[src/rtl/alu_share_pkg.sv]
// Shared-ALU controller types: operation codes, controller states and default datapath width.
// Pure declarations; no timing or flow control of its own.
package alu_share_pkg;

    localparam int ALU_WIDTH = 32;

    typedef enum logic [2:0] {
        OP_AND  = 3'b000,
        OP_OR   = 3'b001,
        OP_XOR  = 3'b010,
        OP_NOR  = 3'b011,
        OP_ADD  = 3'b100,
        OP_SUB  = 3'b101,
        OP_SLT  = 3'b110,
        OP_RSVD = 3'b111
    } alu_op_e;

    typedef enum logic [1:0] {
        ST_IDLE = 2'd0,
        ST_EXEC = 2'd1,
        ST_RESP = 2'd2
    } state_e;

endpackage

[src/rtl/alu_share_grant2.sv]
// Two-requester one-hot grant, combinational (zero latency); never grants an idle requester.
// ALU_SHARE_RR_EN selects round-robin on the last-granted port, otherwise port 0 has fixed priority.
module alu_share_grant2 (
    input  logic [1:0] valid_i,
`ifdef ALU_SHARE_RR_EN
    input  logic       last_i,
`endif
    output logic [1:0] grant_o
);

    always_comb begin
        grant_o = 2'b00;
`ifdef ALU_SHARE_RR_EN
        // On contention the port that did not win last time goes next.
        if (valid_i == 2'b11) begin
            grant_o = last_i ? 2'b01 : 2'b10;
        end else begin
            grant_o = valid_i;
        end
`else
        if (valid_i[0]) begin
            grant_o = 2'b01;
        end else if (valid_i[1]) begin
            grant_o = 2'b10;
        end
`endif
    end

endmodule

[src/rtl/alu_share_ctrl.sv]
// Shares one combinational ALU between two requesters: accept T, execute T+1, response from T+2.
// One op in flight; requests wait (ready low) while busy and the response holds until its ready (ALU_SHARE_RR_EN: round-robin).
module alu_share_ctrl
    import alu_share_pkg::*;
#(
    parameter int WIDTH = ALU_WIDTH
) (
    input  logic             clk,
    input  logic             rst_n,
    input  logic             req0_valid,
    output logic             req0_ready,
    input  alu_op_e          req0_op,
    input  logic [WIDTH-1:0] req0_a,
    input  logic [WIDTH-1:0] req0_b,
    input  logic             req1_valid,
    output logic             req1_ready,
    input  alu_op_e          req1_op,
    input  logic [WIDTH-1:0] req1_a,
    input  logic [WIDTH-1:0] req1_b,
    output logic             rsp0_valid,
    input  logic             rsp0_ready,
    output logic             rsp1_valid,
    input  logic             rsp1_ready,
    output logic [WIDTH-1:0] rsp_data,
    output alu_op_e          alu_op,
    output logic [WIDTH-1:0] alu_a,
    output logic [WIDTH-1:0] alu_b,
    input  logic [WIDTH-1:0] alu_res,
    output logic             busy,
    output logic             owner
);

    state_e           state_q;
    alu_op_e          op_q;
    logic [WIDTH-1:0] a_q;
    logic [WIDTH-1:0] b_q;
    logic [WIDTH-1:0] res_q;
    logic             owner_q;
    logic [1:0]       grant;
    logic             accept;
    logic             rsp_hs;

`ifdef ALU_SHARE_RR_EN
    logic last_q;

    alu_share_grant2 u_grant (
        .valid_i ({req1_valid, req0_valid}),
        .last_i  (last_q),
        .grant_o (grant)
    );

    // Reset value 1 makes port 0 win the first contention.
    always_ff @(posedge clk or negedge rst_n) begin
        if (!rst_n) begin
            last_q <= 1'b1;
        end else if (accept) begin
            last_q <= req1_ready;
        end
    end
`else
    alu_share_grant2 u_grant (
        .valid_i ({req1_valid, req0_valid}),
        .grant_o (grant)
    );
`endif

    assign req0_ready = (state_q == ST_IDLE) && grant[0] && req0_valid;
    assign req1_ready = (state_q == ST_IDLE) && grant[1] && req1_valid;
    assign accept     = req0_ready || req1_ready;
    assign rsp_hs     = owner_q ? rsp1_ready : rsp0_ready;

    always_ff @(posedge clk or negedge rst_n) begin
        if (!rst_n) begin
            state_q <= ST_IDLE;
            op_q    <= OP_AND;
            a_q     <= '0;
            b_q     <= '0;
            res_q   <= '0;
            owner_q <= 1'b0;
        end else begin
            case (state_q)
                ST_IDLE: begin
                    if (accept) begin
                        op_q    <= req1_ready ? req1_op : req0_op;
                        a_q     <= req1_ready ? req1_a  : req0_a;
                        b_q     <= req1_ready ? req1_b  : req0_b;
                        owner_q <= req1_ready;
                        state_q <= ST_EXEC;
                    end
                end
                ST_EXEC: begin
                    // The reserved op code yields zero whatever the ALU returns.
                    res_q   <= (op_q == OP_RSVD) ? '0 : alu_res;
                    state_q <= ST_RESP;
                end
                ST_RESP: begin
                    if (rsp_hs) begin
                        state_q <= ST_IDLE;
                    end
                end
                default: state_q <= ST_IDLE;
            endcase
        end
    end

    assign alu_op     = op_q;
    assign alu_a      = a_q;
    assign alu_b      = b_q;
    assign rsp_data   = res_q;
    assign rsp0_valid = (state_q == ST_RESP) && !owner_q;
    assign rsp1_valid = (state_q == ST_RESP) &&  owner_q;
    assign busy       = (state_q != ST_IDLE);
    assign owner      = owner_q;

endmodule

[config.mk]
export PLATFORM = sky130hd
export DESIGN_NAME = alu_share_ctrl
export DESIGN_NICKNAME = d
export VERILOG_FILES = /design/src/rtl/alu_share_pkg.sv /design/src/rtl/alu_share_grant2.sv /design/src/rtl/alu_share_ctrl.sv
export SDC_FILE = /design/constraint.sdc
export NUM_CORES = 1
export LEC_CHECK = 0
export ABC_CLOCK_PERIOD_IN_PS = 1600
export CAP_MARGIN = 20
export CORE_ASPECT_RATIO = 0.7
export CORE_MARGIN = 1.5
export CORE_UTILIZATION = 34
export CTS_BUF_LIST = sky130_fd_sc_hd__clkbuf_4
export CTS_CLUSTER_DIAMETER = 30
export CTS_CLUSTER_SIZE = 14
export DETAILED_ROUTE_END_ITERATION = 12
export GPL_ROUTABILITY_DRIVEN = 0
export PLACE_DENSITY = 0.89
export SYNTH_ARGS = -nofsm -noshare
export SYNTH_HDL_FRONTEND = slang
export SYNTH_HIERARCHICAL = 1
export SYNTH_SLANG_ARGS = --single-unit
[constraint.sdc]
create_clock -name clk -period 1.6 [get_ports clk]
set_input_delay 0.48 -clock clk [delete_from_list [all_inputs] [get_ports clk]]
set_output_delay 0.48 -clock clk [all_outputs]
set_load 0.005 [all_outputs]
# Word level (Yosys, flattened, before mapping)
# Index checks and enable logic that the tools add are counted.
[classes]
n_eq_ne = 5
n_mux = 10
n_reduce_logical = 12
[op_table]
columns = ["op", "count"]
rows = [
  ["two-way mux 32 bit", 3],
  ["two-way mux 2 bit", 4],
  ["logical AND 1 bit", 6],
  ["one-hot mux 2 bit (3 select lines)", 1],
  ["!= test 2 bit (second input constant)", 2],
  ["AND reduction 2 bit", 2],
  ["equality test 3 bit (second input constant)", 1],
  ["two-way mux 3 bit", 1],
  ["equality test 2 x 1 -> 1 bit (second input constant)", 1],
  ["equality test 2 bit (second input constant)", 1],
  ["logical NOT 2 bit", 1],
  ["nonzero test 2 bit", 1],
  ["logical NOT 1 bit", 1],
  ["logical OR 1 bit", 1],
  ["two-way mux 1 bit", 1],
]
[totals]
ff_bits = 102
input_bits = 172
output_inout_bits = 105
elab_cells = 33

# Longest topological paths before layout
# Gate-level depths: netlist of run 1.
[depth]
depth_word = 7
depth_mapped = 6

# Modules after synthesis
# Netlist of run 1, hierarchy kept.
[by_module_without_submodules]
columns = ["module", "instances", "cells_each", "area_each_um2", "seq_area_each_um2"]
rows = [
  ["alu_share_ctrl", 1, 312, 4321.6, 2552.4],
  ["alu_share_grant2", 1, 2, 21.3, 0.0],
]

# Worst setup path before layout of run 1
# No wires, ideal clock.
[synth_path]
kind = "in2out"
from = "input req1_valid"
to = "output req1_ready"
arrival_ns = 1.150
path_slack_ns = -0.030
cell_stages = 3
n_path_buf = 1
cell_sequence = "nor2b_4 and4bb_2 clkbuf_1"
[synth_between]
elab_chain_cells = 4
[synth_rtl]
columns = ["item", "line", "text"]
rows = [
  ["start, declared", "alu_share_ctrl.sv:15", "input logic req1_valid,"],
  ["two-way mux 2 bit", "alu_share_grant2.sv:23", "end else if (valid_i[1]) begin"],
  ["two-way mux 2 bit", "alu_share_grant2.sv:21", "if (valid_i[0]) begin"],
  ["logical AND 1 bit", "alu_share_ctrl.sv:68", "assign req1_ready = (state_q == ST_IDLE) && grant[1] && req1_valid;"],
  ["logical AND 1 bit (*)", "alu_share_ctrl.sv:68", ""],
  ["end, declared", "alu_share_ctrl.sv:16", "output logic req1_ready,"],
]
# Every way passes the cells marked *; elsewhere a longest branch is shown, timed or not.

# Worst setup path after layout of run 1
[layout_path]
from = "register state_q[0]"
to = "output req0_ready"
[layout_between]
elab_chain_cells = 3
[layout_rtl]
columns = ["item", "line", "text"]
rows = [
  ["start, declared", "alu_share_ctrl.sv:33", "state_e state_q;"],
  ["start signal, assigned", "alu_share_ctrl.sv:74", "state_q <= ST_IDLE;"],
  ["start signal, assigned", "alu_share_ctrl.sv:88", "state_q <= ST_EXEC;"],
  ["start signal, assigned", "alu_share_ctrl.sv:94", "state_q <= ST_RESP;"],
  ["logical NOT 2 bit", "alu_share_ctrl.sv:67", "assign req0_ready = (state_q == ST_IDLE) && grant[0] && req0_valid;"],
  ["logical AND 1 bit (2 in a row)", "alu_share_ctrl.sv:67", ""],
  ["end, declared", "alu_share_ctrl.sv:11", "output logic req0_ready,"],
]
# No other way between the ends.

==> results of run 1 <==
## layer usage
metal	part of all wire	up-vias	global-route usage
met5	0	-	0
li1	-	1951	-
met4	0.016	0	0.0607
met3	0.057	25	0.0611
met2	0.52	191	0.451
met1	0.41	2197	0.326
## state kept, by name, summed over array words and instances, names as in the netlist
register,count
state_q,2
alu_b,32
alu_a,32
rsp_data,32
owner,1
alu_op,3
## kinds of logic after synthesis
logic type      count (synthesis)  synth area share
compound gates                103             0.247
flops                         102             0.588
simple gates                   78             0.118
buf+inv                        30            0.0441
mux                             1           0.00259
## metrics by stage
step | std cells | TNS, ns | utilization
after detailed placement | 739 | -40.76 | 0.589
after floorplan | 314 | 0 | -
after CTS | 830 | -15.74 | 0.653
after global routing | 846 | -19.28 | 0.659
after global placement | 739 | -37.29 | 0.589
final | 846 | -14.66 | 0.659
## critical path, delay by kind of cell (launching register included)
kind,cells,cell delay [ns]
DFF,1,0.45
buffers and inverters,2,0.27
and+or+nand+nor,1,0.31
## synthesized netlist by cell type
library cell,n,area (um2)
buf_2,12,60.1
and4bb_2,2,25.0
a31oi_2,1,12.5
nand2_1,2,7.51
buf_6,7,78.8
nand2_2,1,6.26
a22o_1,32,280
dfrtp_1,102,2550
o22ai_1,1,6.26
or2_4,1,8.76
nand2b_1,59,369
or2b_1,10,75.1
buf_4,3,22.5
mux2_2,1,11.3
nor2b_4,1,13.8
o221a_1,30,338
clkbuf_1,7,26.3
a21oi_4,1,16.3
o221a_2,37,417
nor2_1,2,7.51
o21ai_0,1,5.00
inv_1,1,3.75
## cell type report
class	instances	area, um2
multi-input combinational	183	1680
timing repair buffer	382	3590
clock inverter	7	86.3
tap	162	203
inverter	1	3.75
sequential	102	2550
clock buffer	9	67.6
fill	961	4240
## placed cells by master (no fill, tap or decap), drive strengths merged, types with 2 or more instances in the layout
master / instances
dlygate4sd2: 2
dfrtp: 102
nor2: 2
clkinv: 3
clkdlybuf4s50: 168
nand2b: 59
and4bb: 2
nand2: 4
inv: 5
o221a: 67
clkbuf: 27
buf: 193
a22o: 32
or2b: 10
## path summary, 6_finish.rpt
| kind | start | end | slack (ns) | cells after the start |
|---|---|---|---|---|
| worst max-delay path | state_q[0] | req0_ready | -0.39 | 3 |
| max in group asynchronous | rst_n | alu_a[28] | 1.11 | 2 |
| min in group clk | rsp_data[31] | rsp_data[31] | 0.53 | 1 |
| worst max register to register | state_q[0] | alu_b[18] | -0.26 | 7 |
| worst min-delay path | rst_n | rsp_data[10] | -0.01 | 2 |
| worst min register to register | rsp_data[31] | rsp_data[31] | 0.53 | 1 |
## report_power, final
group / internal [uW] / switching, uW
Combinational: 3860 / 2250
Sequential: 3720 / 655
Clock: 387 / 1050
Total: 7970 / 3950
## repair_timing
item,CTS,global route
gates cloned,18,1
hold buffers,0,0
buffers inserted,58,16
gates resized for setup,413,27
hold endpoints to repair,0,0
pin swaps,9,4
setup endpoints to repair,172,114
==> impl_results.md, run 1 <==
- Synth Cell Area: 4340 um2
- Clock Tree Root: clkbuf_4
- Crit Path Max Fanout: 3
- Drt total wl: 17.4 mm
- Pleak: 0.00352 uW
- Worst-Skew Late Latency: 0.49 ns
- Worst Max-Slew Pin Slew: 0.572 ns
- Antenna violations before repair: 0
- Slowest cell delay on critical path: 0.45 ns
- Setup WS pre-CTS: -0.861 ns
- GRT overflow: 0
- #FFs+latches synth: 102
- Relative slew slack: 0.619
- DR WL/cell: 20.5 um
- CTS Buffer Depth: 2
- CTS clk-pin slew, worst paths: 0.20 ns
- Die X: 138 um
- Ports: 277
- Worst setup margin: -0.394 ns
- Hold violation count in the final report: 2
- Starting Density: 0.350
- Overall Power: 11900 uW
- Vias per Instance: 5.16
- Max-slew violation count: 0
- Post-synthesis cell count: 314
- Max Fclk: 0.502 GHz
- Worst setup EP type: output pin
- Antenna cells: 0
- DRC viols: 0
- PwrDens: 1460 nW/um2
- CP max stage cell: dfrtp_1
- Cell area after layout: 8180 um2
- Number of global-route vias before repair: 4696
- Row count: 34
- Mapped Nets: 486
- Routed Antenna Nets: 0
- Period utilisation layout: 1.25
- Sequential area share after synthesis: 0.588
- Die H: 97.6 um
- Final worst path period need: 1.99 ns
- TritonCTS clock tree: built
- Cell breakdown of the critical path: buf_4 -> and4bb_2 -> buf_2
- Gr usage total: 0.259
- Status: finished, violations left
- Startpoint Class: flip-flop
- Final setup fails: 72
- Hold Crit Class: input pin to asynchronous set/reset pin
- First-pass GRT wire length: 26.9 mm
- Clock skew: 0.0365 ns
- Area Overhead vs Synth: 88.4%
- Port bufs: 276
- DRT iter0 DRCs: 163
- Die area: 13500 um2
- H-tree Lvls: 3
- First drt pass iteration count: 4
- Largest net degree at the start of global routing: 103
- Post-DP Area: 7310 um2
- Total CTS buffers: 9
- Hold_ws: -0.00990 ns
- Failing checks: negative hold slack, negative setup slack
- Crit Path Category: flip-flop to output pin
- Critical Path AT: 1.51 ns
- Num Clock Sinks: 102
- Routed vias: 4364
- RSZ-0062 raised after global routing: true
- Max IR drop VDD: 0.000661 V
- Yosys Warn Count: 6
- Core box area: 12400 um2
- Max cap viols: 0
- Worst EP required: 1.12 ns
- Count of different cell masters after synthesis: 22
- Layout Nets: 851
- Share of post-route cells with drive strength above 1: 0.406
- Mean Syn Cell Area: 13.8 um2
- Dpl hpwl: 10.3 mm
No activity file was read; power rests on OpenSTA's default activity.
==> run 2: changes to the inputs <==
==> constraint.sdc (replaced) <==
create_clock -name clk -period 1.6 [get_ports clk]
set_input_delay 0.48 -clock clk [delete_from_list [all_inputs] [get_ports clk]]
set_output_delay 0.48 -clock clk [all_outputs]
set_load 0.1 [all_outputs]
==> run 2 against run 1 <==
Compared with the run above:
- the run ends with negative setup slack left
- setup slack better by 0.052 ns
- sequential share of layout area is 4.1 points lower
- utilization is 10 points higher
- final cell count is 1.7% lower
- first-iteration DRC count is 48% higher
- non-clock buffer count is 13 lower
==> impl_results.md, run 2 (synthesis gave the netlist of run 1 again) <==
- Status: finished, violations left
- Failing checks: negative setup slack
- Filler Cells Inserted: 702 (-27%)
- Cell area after layout: 9460 um2 (+16%)
- Worst setup EP type: flip-flop
- Hold Crit Class: input pin to asynchronous set/reset pin
- WP buf/inv: 5 (+3)
- CTS Buffer Depth: 2 (unchanged)
- Row count: 34 (unchanged)
- Period utilisation layout: 1.21 (-0.0328)
- R2R setup slack: -0.34 ns (-0.08 ns)
- RSZ-0062 raised after global routing: true
- Most frequent cells in the layout: clkdlybuf4s50_1, buf_12, dfrtp_1
- Setup WS pre-CTS: -0.662 ns (+0.199 ns)
- Starting Density: 0.350 (unchanged)
- GRT overflow: 0 (unchanged)
- Post-DP Area: 8500 um2 (+16%)
- Most common cell on crit path: buf_6
- Max Fclk: 0.515 GHz (+2.7%)
- Relative slew slack: 0.739 (+0.120)
- Drt total wl: 17.9 mm (+3.3%)
- Worst-Skew Late Latency: 0.45 ns (-0.04 ns)
- Share of post-route cells with drive strength above 1: 0.399 (-0.00793)
- Clock skew: 0.0247 ns (-0.0118 ns)
- Critical Path AT: 2.28 ns (+0.77 ns)
- Gr usage total: 0.256 (-0.00303)
- Num Clock Sinks: 102 (unchanged)
- Routed Antenna Nets: 0 (unchanged)
- Dpl hpwl: 12.2 mm (+19%)
- Port bufs: 276 (unchanged)
- Routed vias: 4331 (-0.76%)
- Hold violation count in the final report: 0 (-2)
- First-pass GRT wire length: 26.6 mm (-1.3%)
- H-tree Lvls: 3 (unchanged)
- Worst Max-Slew Pin Slew: 0.391 ns (-0.180 ns)
- CP max stage cell: dfrtp_2
- Slowest cell delay on critical path: 0.47 ns (+0.02 ns)
- DRC viols: 0 (unchanged)
- Startpoint Class: flip-flop
- Top delay family on crit path: buffers and inverters
- Antenna cells: 0 (unchanged)
- Most common cell after layout, fill and taps aside: clkdlybuf4s50_1
- Hold_ws: 0.463 ns (+0.473 ns)
- Die X: 138 um (unchanged)
- TritonCTS clock tree: built
- DR WL/cell: 21.6 um (+5.0%)
- Final worst path period need: 1.94 ns (-0.0525 ns)
- Placed cells: 742 (+0.41%)
- Final setup fails: 74 (+2.8%)
- Cell breakdown of the critical path: and4bb_4 -> buf_4 -> buf_6 -> buf_6 -> nand2_8 -> buf_6 -> buf_16 -> o221a_2
- Crit Path Max Fanout: 8 (+5)
- Antenna violations before repair: 0 (unchanged)
- Core box area: 12400 um2 (unchanged)
- Final std cells w/o fill: 832 (-1.7%)
- Die area: 13500 um2 (unchanged)
- DRT iter0 DRCs: 241 (+48%)
- Max-slew violation count: 0 (unchanged)
- CTS clk-pin slew, worst paths: 0.17 ns (-0.03 ns)
- Vias per Instance: 5.21 (+0.91%)
- Die H: 97.6 um (unchanged)
- Layout Nets: 837 (-1.6%)
- Number of global-route vias before repair: 4562 (-2.9%)
- Crit Path Category: flip-flop to flip-flop
- Worst EP required: 1.93 ns (+0.81 ns)
- First drt pass iteration count: 4 (unchanged)
- Worst setup margin: -0.341 ns (+0.0525 ns)
- Area Overhead vs Synth: 118%
- Ports: 277 (unchanged)
- Total CTS buffers: 9 (unchanged)
- Clock Tree Root: clkbuf_4
- Max cap viols: 0 (unchanged)
- Largest net degree at the start of global routing: 52 (-50%)
==> run 2: worst paths after layout <==
kind,end,cells past startpoint,start
worst max-delay path,alu_a[13],8,state_q[1]
worst min-delay path,alu_b[23],2,rst_n
worst max register to register,alu_a[13],8,state_q[1]
worst min register to register,rsp_data[25],1,rsp_data[25]
max in group asynchronous,alu_a[13],3,rst_n
min in group clk,rsp_data[25],1,rsp_data[25]
==> run 2: repair_timing <==
action,4_1_cts,5_1_grt
endpoints found under the hold margin,24,0
hold buffers,1,0
resized for setup,21,6
gates cloned,8,0
pin swaps,4,2
endpoints found under the setup margin,96,165
setup buffers,18,47
==> run 2: area by class of cell <==
class	count	area [um2]	share of cell area
repair buffers	369	4840	0.512
inverters	1	3.75	0.000397
clock buffers	10	75.1	0.00794
multi-input cells	182	1710	0.181
well taps	162	203	0.0214
flip-flops and latches	102	2560	0.271
clock inverters	6	62.6	0.00661
==> run 2: worst register-to-register path, delay by kind of cell (launching register included) <==
family / cells / cell delay (ns)
compound gates: 1 / 0.28
flops: 1 / 0.47
buf+inv: 5 / 0.63
simple gates: 2 / 0.49
==> run 2: routing by layer <==
layer,track usage,vias up,wire [um]
met2,0.462,199,9580
met1,0.303,2194,6890
met4,0.0640,0,346
li1,-,1909,-
met3,0.0665,29,1130
met5,0,-,0
==> run 2: through the flow <==
| step | setup TNS [ns] | util |
|---|---|---|
| floorplan | -7.09 | - |
| global placement | -36.89 | 0.684 |
| detailed placement | -40.97 | 0.684 |
| CTS | -15.23 | 0.732 |
| global route | -28.03 | 0.762 |
| finish | -21.10 | 0.762 |
Power of run 2 is left out: the tool's default activity adds up to more than one toggle a clock period on the data nets, which glitch-free logic cannot reach.
